### src/rtl/mips_pkg.sv
// Shared MIPS EX-stage definitions: ALU control codes, execution FSM states, default width.
package mips_pkg;

  localparam int unsigned DW_DEFAULT = 32;

  localparam logic [3:0] ALU_ADD = 4'b1000;
  localparam logic [3:0] ALU_SUB = 4'b1001;
  localparam logic [3:0] ALU_AND = 4'b1100;
  localparam logic [3:0] ALU_OR  = 4'b1101;
  localparam logic [3:0] ALU_XOR = 4'b1111;
  localparam logic [3:0] ALU_NOR = 4'b1110;
  localparam logic [3:0] ALU_SLT = 4'b0101;
  localparam logic [3:0] ALU_SLL = 4'b0000;
  localparam logic [3:0] ALU_SRL = 4'b0010;
  localparam logic [3:0] ALU_SRA = 4'b0001;

  typedef enum logic [1:0] {
    ST_IDLE,
    ST_SHIFT,
    ST_DONE
  } exec_state_e;

endpackage

### src/rtl/alu_serial_shifter.sv
// Iterative 1-bit/cycle shifter; done marks the cycle whose step produces the final value.
module alu_serial_shifter
  import mips_pkg::*;
#(
  parameter int unsigned DW  = DW_DEFAULT,
  parameter int unsigned SHW = 5
) (
  input  logic           clk,
  input  logic           rst_n,
  input  logic           load,
  input  logic           dir,
  input  logic           arith,
  input  logic [SHW-1:0] count,
  input  logic [DW-1:0]  data,
  output logic           done,
  output logic [DW-1:0]  value
);

  logic [DW-1:0]  work;
  logic [DW-1:0]  step;
  logic [SHW-1:0] cnt;
  logic           dir_q;
  logic           arith_q;

  // value is the post-step word so the caller can register it on the same edge as the last shift
  always_comb begin
    step  = dir_q ? {arith_q & work[DW-1], work[DW-1:1]} : {work[DW-2:0], 1'b0};
    value = step;
    done  = (cnt == SHW'(1));
  end

  always_ff @(posedge clk or negedge rst_n) begin
    if (!rst_n) begin
      work    <= '0;
      cnt     <= '0;
      dir_q   <= 1'b0;
      arith_q <= 1'b0;
    end else if (load) begin
      work    <= data;
      cnt     <= count;
      dir_q   <= dir;
      arith_q <= arith;
    end else if (cnt != '0) begin
      work <= step;
      cnt  <= cnt - SHW'(1);
    end
  end

endmodule

### src/rtl/alu_exec_unit.sv
// EX-stage ALU: single-cycle arithmetic/logic, serial shifts, valid/ready on both sides.
// Optional signed-overflow flag enabled by defining ALU_OVERFLOW_EN.
module alu_exec_unit
  import mips_pkg::*;
#(
  parameter int unsigned DW  = DW_DEFAULT,
  parameter int unsigned SHW = 5
) (
  input  logic           clk,
  input  logic           rst_n,
  input  logic           in_valid,
  output logic           in_ready,
  input  logic [3:0]     alu_cntrl,
  input  logic [DW-1:0]  src_a,
  input  logic [DW-1:0]  src_b,
  input  logic [SHW-1:0] shamt,
  output logic           out_valid,
  input  logic           out_ready,
  output logic [DW-1:0]  result,
  output logic           zero,
  output logic           illegal,
  output logic           ovf
);

  exec_state_e   state;
  logic          accept;
  logic          is_shift;
  logic          start_shift;
  logic [DW-1:0] alu_res;
  logic          alu_ill;
  logic          sh_done;
  logic [DW-1:0] sh_value;

  assign in_ready    = (state == ST_IDLE) || (state == ST_DONE && out_ready);
  assign accept      = in_valid && in_ready;
  assign is_shift    = (alu_cntrl == ALU_SLL) || (alu_cntrl == ALU_SRL) || (alu_cntrl == ALU_SRA);
  assign start_shift = accept && is_shift && (shamt != '0);

  always_comb begin
    alu_res = '0;
    alu_ill = 1'b0;
    case (alu_cntrl)
      ALU_ADD: alu_res = src_a + src_b;
      ALU_SUB: alu_res = src_a - src_b;
      ALU_AND: alu_res = src_a & src_b;
      ALU_OR:  alu_res = src_a | src_b;
      ALU_XOR: alu_res = src_a ^ src_b;
      ALU_NOR: alu_res = ~(src_a | src_b);
      ALU_SLT: alu_res = {{(DW-1){1'b0}}, $signed(src_a) < $signed(src_b)};
      ALU_SLL, ALU_SRL, ALU_SRA: alu_res = src_b;
      default: alu_ill = 1'b1;
    endcase
  end

  alu_serial_shifter #(.DW(DW), .SHW(SHW)) u_shifter (
    .clk   (clk),
    .rst_n (rst_n),
    .load  (start_shift),
    .dir   (alu_cntrl != ALU_SLL),
    .arith (alu_cntrl == ALU_SRA),
    .count (shamt),
    .data  (src_b),
    .done  (sh_done),
    .value (sh_value)
  );

  always_ff @(posedge clk or negedge rst_n) begin
    if (!rst_n) begin
      state     <= ST_IDLE;
      out_valid <= 1'b0;
      result    <= '0;
      zero      <= 1'b0;
      illegal   <= 1'b0;
    end else if (accept) begin
      if (start_shift) begin
        state     <= ST_SHIFT;
        out_valid <= 1'b0;
      end else begin
        state     <= ST_DONE;
        out_valid <= 1'b1;
        result    <= alu_res;
        zero      <= (alu_res == '0);
        illegal   <= alu_ill;
      end
    end else begin
      case (state)
        ST_SHIFT: if (sh_done) begin
          state     <= ST_DONE;
          out_valid <= 1'b1;
          result    <= sh_value;
          zero      <= (sh_value == '0);
          illegal   <= 1'b0;
        end
        ST_DONE: if (out_ready) begin
          state     <= ST_IDLE;
          out_valid <= 1'b0;
        end
        default: state <= ST_IDLE;
      endcase
    end
  end

`ifdef ALU_OVERFLOW_EN
  logic ovf_calc;

  always_comb begin
    ovf_calc = 1'b0;
    if (alu_cntrl == ALU_ADD)
      ovf_calc = (src_a[DW-1] == src_b[DW-1]) && (alu_res[DW-1] != src_a[DW-1]);
    else if (alu_cntrl == ALU_SUB)
      ovf_calc = (src_a[DW-1] != src_b[DW-1]) && (alu_res[DW-1] != src_a[DW-1]);
  end

  // shifts clear the flag at accept, so it already reads 0 when their result lands
  always_ff @(posedge clk or negedge rst_n) begin
    if (!rst_n)      ovf <= 1'b0;
    else if (accept) ovf <= ovf_calc;
  end
`else
  assign ovf = 1'b0;
`endif

endmodule

### config.mk
export PLATFORM = sky130hd
export DESIGN_NAME = alu_exec_unit
export DESIGN_NICKNAME = d
export VERILOG_FILES = /design/src/rtl/mips_pkg.sv /design/src/rtl/alu_serial_shifter.sv /design/src/rtl/alu_exec_unit.sv
export SDC_FILE = /design/constraint.sdc
export NUM_CORES = 1
export LEC_CHECK = 0
export BUFFER_PORTS_ARGS = -buffer_cell sky130_fd_sc_hd__buf_2
export CAP_MARGIN = 20
export CELL_PAD_IN_SITES_DETAIL_PLACEMENT = 2
export CELL_PAD_IN_SITES_GLOBAL_PLACEMENT = 2
export CORE_MARGIN = 4
export CORE_UTILIZATION = 37
export CTS_CLUSTER_DIAMETER = 30
export DETAILED_ROUTE_END_ITERATION = 6
export MAX_ROUTING_LAYER = met4
export PLACE_DENSITY_LB_ADDON = 0.1
export SLEW_MARGIN = 20
export SYNTH_ARGS = -nofsm -noshare
export SYNTH_HDL_FRONTEND = slang
export SYNTH_SLANG_ARGS = --single-unit
### constraint.sdc
create_clock -name clk -period 6.6 [get_ports clk]
set_clock_uncertainty 0.2 [all_clocks]
set_input_delay 1.32 -clock clk [delete_from_list [all_inputs] [get_ports clk]]
set_output_delay 1.32 -clock clk [all_outputs]
set_load 0.02 [all_outputs]
==> results.yml, run 1 <==
logic_synthesis:
  synth_seq_cells: 76
  synth_edf_count: 0
  synthTopCellsByCount: "194 x nand2_1, 143 x o21ai_0, 135 x a21oi_1, 116 x ha_1, 104 x nor2_1"
  synth.net_count: 1632
  synth-async-reset-ratio_pct: 100
  ys_types: 86
  synth_top_area_cell: "dfrtp_1"
  synthCells: 1437
  yosysMostFrequentCell: "nand2_1"
  seq_area_frac_synth_pct: 18.6
  ys.flop_type: "dfrtp_1"
  yosysTopAreaCellShare_pct: 18.6
  yosysWarnings: 0
  netlist_area_mm2: 0.0102
  synth_area_leaders: "dfrtp_1 19%, ha_1 14%, nand2_1 7.1%, o21ai_0 7.0%, a21oi_1 6.6%"
  syn_avg_cell_area_um2: 7.11
worst_setup_path:
  path_buf_inv: 2
  path_common_cell: "or4_1"
  cp_max_fo: 15
  path_class: "in2reg"
  critPathLaunchType: "input pin"
  slowest_delay_ns: 0.61
  path_cells: "buf_2 -> inv_1 -> ha_1 -> or4_4 -> or3_4 -> nor4_2 -> o21ai_1 -> and3_1 -> a22o_1 -> a221o_1 -> a21boi_2 -> o311ai_1 -> or4_1 -> or4_1 -> o22ai_1"
  crit_required_ns: 6.64
  endpoint_kind: "flip-flop"
  critPathTopFamily: "simple AND/OR/NAND/NOR gates"
  cp_slowest_cell: "or4_4"
  cp.arrival_ns: 6.06
place:
  dpl.cell_count: 1854
  io_buffer_count: 112
  place_hpwl_um: 37700
  routabilityCongestion: 0.928
cts:
  clock_latency_ns: 0.35
  htreeDepth: 3
  cts_tree: "yes"
  path_clk_slew_ns: 0.06
  cts_hold_buffers: 0
  cts_root_buffer: "clkbuf_16"
  numCtsBuffers: 9
  ctsResizeCount: 0
  ctsLongestPathBuffers: 2
  clkSinkCount: 76
  post-cts-setup-buffers: 0
power:
  sw_frac_of_total_pct: 50.4
  p_leak_nw: 5.24
  seq_power_share_pct: 28.3
  power.net_switching_w: 0.00162
  peakVddDrop_mv: 0.145
  p_int_w: 0.00159
  clockPowerShare_pct: 16.3
  powerDensity_mw_per_mm2: 280
  comb_power_share_pct: 55.4
cells_and_area:
  layout-drive-gt1-share_pct: 13.3
  area_delta_synth_final_pct: 12.2
  layout.nets: 1688
  multiInputGateArea_mm2: 0.00759
  utilization_pct: 42.3
  layout.area.seq_mm2: 0.00190
  final_cells: 1871
  fillers: 3271
detailed_routing:
  wl_um: 49100
  drc_errors: 0
  avgViaCountPerCell: 6.33
  vias: 11800
  wire_per_inst_um: 26.2
  dr.pass1.iters: 5
  detail-route-antenna-nets: 0
  drt-initial-drc-count: 936
flow_run:
  maxCapViolCount: 0
floorplan:
  io_pins: 114
  die_h_um: 174
  rows: 60
  core_mm2: 0.0271
  start_util_pct: 37.7
  die_w_um: 174
  die_area_mm2: 0.0304
global_routing:
  grt_pass1_wl_um: 75400
  grt_max_degree: 77
  grt_pass1_vias: 12500
  grt.total_usage_pct: 32.3
  antenna_found_initial: 1
  grt-ovfl-total: 0
timing:
  maxSlewViolCount: 0
  worst_slew_pin_slew_ns: 1.03
  holdWs_ns: 0.290
  hold_viol: 0
  rsz0062_at_grt: "false"
  fin_tns_setup_ns: 0
  worst_slew_margin_rel_pct: 31.6
  finalCritPeriodShare_pct: 91.3
  setup_violations: 0
  period_minus_slack_ns: 6.03
  fmax_ghz: 0.166
min_path:
  holdCritPathClass: "reg2reg"
outcome:
  outcome: "complete, no violations"
[final cells by class]
| type | instances | share of cell area (%) |
|---|---|---|
| Tap cell | 372 | 4.06 |
| Clock inverter | 3 | 0.382 |
| Inverter | 104 | 3.40 |
| Clock buffer | 13 | 2.27 |
| Multi-Input combinational cell | 1158 | 66.2 |
| Sequential cell | 76 | 16.6 |
| Antenna cell | 1 | 0.0218 |
| Timing Repair Buffer | 144 | 7.04 |
[final timing paths]
path	start	endpoint	slack [ns]	cells past startpoint
worst max-delay path	src_b[14]	zero	0.57	15
worst min-delay path	illegal	illegal	0.29	2
worst max register to register	state[1]	zero	2.10	12
worst min register to register	illegal	illegal	0.29	2
max in group asynchronous	rst_n	u_shifter.dir_q	4.83	1
min in group asynchronous	rst_n	u_shifter.cnt[1]	0.81	1
[power groups by stage]
| stage | registers (W) | clock network (W) | logic, W |
|---|---|---|---|
| after floorplan | 0.000943 | 0 | 0.00101 |
| after global placement | 0.000891 | 0 | 0.00164 |
| after detailed placement | 0.000904 | 0 | 0.00172 |
| after CTS | 0.000903 | 0.000524 | 0.00176 |
| after global routing | 0.000937 | 0.000549 | 0.00194 |
| final | 0.000908 | 0.000523 | 0.00178 |
[sequential cells by signal, summed over array words and instances, names as in the netlist]
signal / count
u_shifter.work: 32
u_shifter.cnt: 5
u_shifter.arith_q: 1
zero: 1
result: 32
out_valid: 1
state: 2
u_shifter.dir_q: 1
illegal: 1
[cells in the final DEF (no fill, tap or decap), types with 7 or more instances in the layout]
cell type and n:
mux2i_1 40, o21a_1 9, nand3_1 22, a211oi_1 19, or2_2 8, inv_1 102, xnor2_1 7, a21o_1 11
nor4_1 10, a221o_1 10, buf_4 32, nand2b_1 9, or3_1 9, o21bai_1 8, a31oi_1 9, nor2_1 104
clkbuf_16 9, a221oi_1 17, nand2_1 193, buf_2 111, o21ai_0 143, nor2b_1 8, a22oi_1 12, nand4_1 25
nor3_1 41, or4_1 9, and3_1 9, o221ai_1 17, a21oi_1 135, dfrtp_1 75, o31ai_1 19, ha_1 116
o211ai_1 18
[metal layers]
layer | global-route usage (%) | up-vias | routed length [µm]
li1 | - | 5344 | -
met1 | 40.9 | 6002 | 21200
met2 | 52.3 | 382 | 23100
met3 | 3.55 | 112 | 2270
met4 | 14.0 | 0 | 2510
met5 | - | - | 0
[kinds of logic after synthesis]
family / share of synthesized area [%]
compound gates: 31.5
xor+xnor: 0.771
fa+ha+maj: 14.6
buf+inv: 7.63
flops: 18.6
mux: 4.36
other cells: 0.0367
simple gates: 22.5
[worst register-to-register path, delay by kind of cell (launching register included)]
family             cells  cell delay [ns]
and+or+nand+nor        8             2.64
DFF                    1             0.43
AOI/OAI and AO/OA      4             1.12
[metrics by stage]
stage | power (W) | cell area [µm²] | setup slack (ns)
after floorplan | 0.00196 | 10200 | 1.35
after global placement | 0.00254 | 11100 | 0.488
after detailed placement | 0.00263 | 11100 | 0.447
after CTS | 0.00319 | 11500 | 0.655
after global routing | 0.00343 | 11500 | 0.472
final | 0.00321 | 11500 | 0.573
Power figures use the tool's default switching activity.
==> inputs of run 2 (changes only) <==
- PLACE_DENSITY_LB_ADDON: 0.1 -> 0.3
==> run 2 against run 1 <==
Against the previous run: worst hold slack improved by 0.015 ns; die area unchanged; via count increased by 1.8%; cell area about the same; critical path type unchanged.
==> results.yml, run 2 (synthesized netlist as in run 1, its figures left out) <==
timing:
  fin_tns_setup_ns: 0
  setup_violations: 0
  rsz0062_at_grt: "false"
  worst_slew_margin_rel_pct: 22.6
  fmax_ghz: 0.162
  maxSlewViolCount: 0
  hold_viol: 0
  finalCritPeriodShare_pct: 93.6
  worst_slew_pin_slew_ns: 1.16
  period_minus_slack_ns: 6.18
cells_and_area:
  top_regs: "result (32), u_shifter.work (32), u_shifter.cnt (5)"
  layout_commonest_cell: "nand2_1"
  layout.nets: 1689
  utilization_pct: 42.4
  finalInstanceArea_mm2: 0.0115
  layout-drive-gt1-share_pct: 13.4
  final_cell_mix: "193 x nand2_1, 143 x o21ai_0, 135 x a21oi_1"
  area_delta_synth_final_pct: 12.3
detailed_routing:
  vias: 12100
  wl_um: 51800
  drt-initial-drc-count: 1016
  dr.pass1.iters: 5
  m1WireLength_um: 21900
  detail-route-antenna-nets: 0
  wl_met2_um: 24400
  dr_wl_met3_um: 2740
  wire_per_inst_um: 27.7
  topRoutingLayerUsed: "met4"
  avgViaCountPerCell: 6.44
  drc_errors: 0
global_routing:
  grt.total_usage_pct: 34.1
  grt_pass1_vias: 12700
  grt-ovfl-total: 0
  grt_pass1_wl_um: 78700
  antenna_found_initial: 0
  grt_max_degree: 77
worst_setup_path:
  regToRegStartpoint: "state[1]"
  crit_path_start: "src_a[0]"
  path_class: "in2reg"
  cp.arrival_ns: 6.24
  cp_max_fo: 6
  ff2ff_path_depth: 12
  crit_required_ns: 6.66
  endpoint_kind: "flip-flop"
  critPathLaunchType: "input pin"
cts:
  cts_hold_buffers: 0
  cts_tree: "yes"
  numCtsBuffers: 9
  clkSinkCount: 76
  post-cts-setup-buffers: 0
  cts_root_buffer: "clkbuf_16"
  path_clk_slew_ns: 0.07
  ctsLongestPathBuffers: 2
  clock_latency_ns: 0.36
  ctsResizeCount: 0
  htreeDepth: 3
power:
  peakVddDrop_mv: 0.127
  p_total_w: 0.00331
  p_leak_nw: 5.24
  powerDensity_mw_per_mm2: 288
floorplan:
  die_w_um: 174
  die_h_um: 174
  die_area_mm2: 0.0304
  rows: 60
  start_util_pct: 37.7
  io_pins: 114
  core_mm2: 0.0271
min_path:
  whs_path_depth: 2
  holdCritPathClass: "reg2reg"
  min_from: "result[26]"
outcome:
  outcome: "complete, no violations"
place:
  post_dp_cell_area_mm2: 0.0111
  place_hpwl_um: 39000
  routabilityCongestion: 0.967
  io_buffer_count: 112
flow_run:
  maxCapViolCount: 0
## run 2: changes by cell type in the layout (fill, tap and decap cells not counted), sizes merged
cell	before	now
bufinv	1	2
buf	144	145
inv	103	102
clkbuf	13	10
clkinvlp	0	2
clkinv	3	4
## run 2: layout make-up
cell class              instances  area, µm²
fillers                      3207      15600
multi-input cells            1158       7580
flip-flops and latches         76       1900
repair buffers                145        815
well taps                     372        465
inverters                     104        390
clock buffers                  10        229
clock inverters                 6       88.8
diodes                          1       2.50
## run 2: stage by stage
| stage | std cells | setup WS, ns | hold WS, ns |
|---|---|---|---|
| after global routing | 1871 | 0.256 | 0.356 |
| after global placement | 1855 | 0.430 | 0.276 |
| after floorplan | 1437 | 1.35 | 0.309 |
| final | 1872 | 0.419 | 0.305 |
| after detailed placement | 1855 | 0.394 | 0.300 |
| after CTS | 1871 | 0.559 | 0.320 |
## run 2: where the power goes
group / internal, W / total, W / switching [W]
combinational: 0.000583 / 0.00183 / 0.00125
sequential: 0.000695 / 0.000921 / 0.000226
clock: 0.000332 / 0.000557 / 0.000225
## run 2: worst max-delay path, stage by stage
cell and delay, ns:
buf_2 0.12, inv_1 0.07, ha_1 0.28, fa_1 0.52, o21ba_2 0.25, nor4_1 0.34, or3_1 0.22, a311oi_1 0.21
o21ai_2 0.35, a21oi_1 0.16, o31ai_1 0.48, nand4_1 0.22, a2111o_1 0.44, or4_1 0.51, or4_1 0.52, o22ai_1 0.22
## run 2: metal layers
layer / track usage [%] / vias to the layer above
met2: 55.5 / 463
li1: - / 5332
met5: - / -
met4: 15.0 / 0
met1: 42.5 / 6135
met3: 4.11 / 127
## run 2: worst paths after layout
check	endpoint	slack, ns
worst max-delay path	zero	0.42
worst min-delay path	result[26]	0.31
worst max register to register	zero	1.61
worst min register to register	result[26]	0.31
max in group asynchronous	u_shifter.dir_q	4.84
min in group asynchronous	u_shifter.cnt[2]	0.80
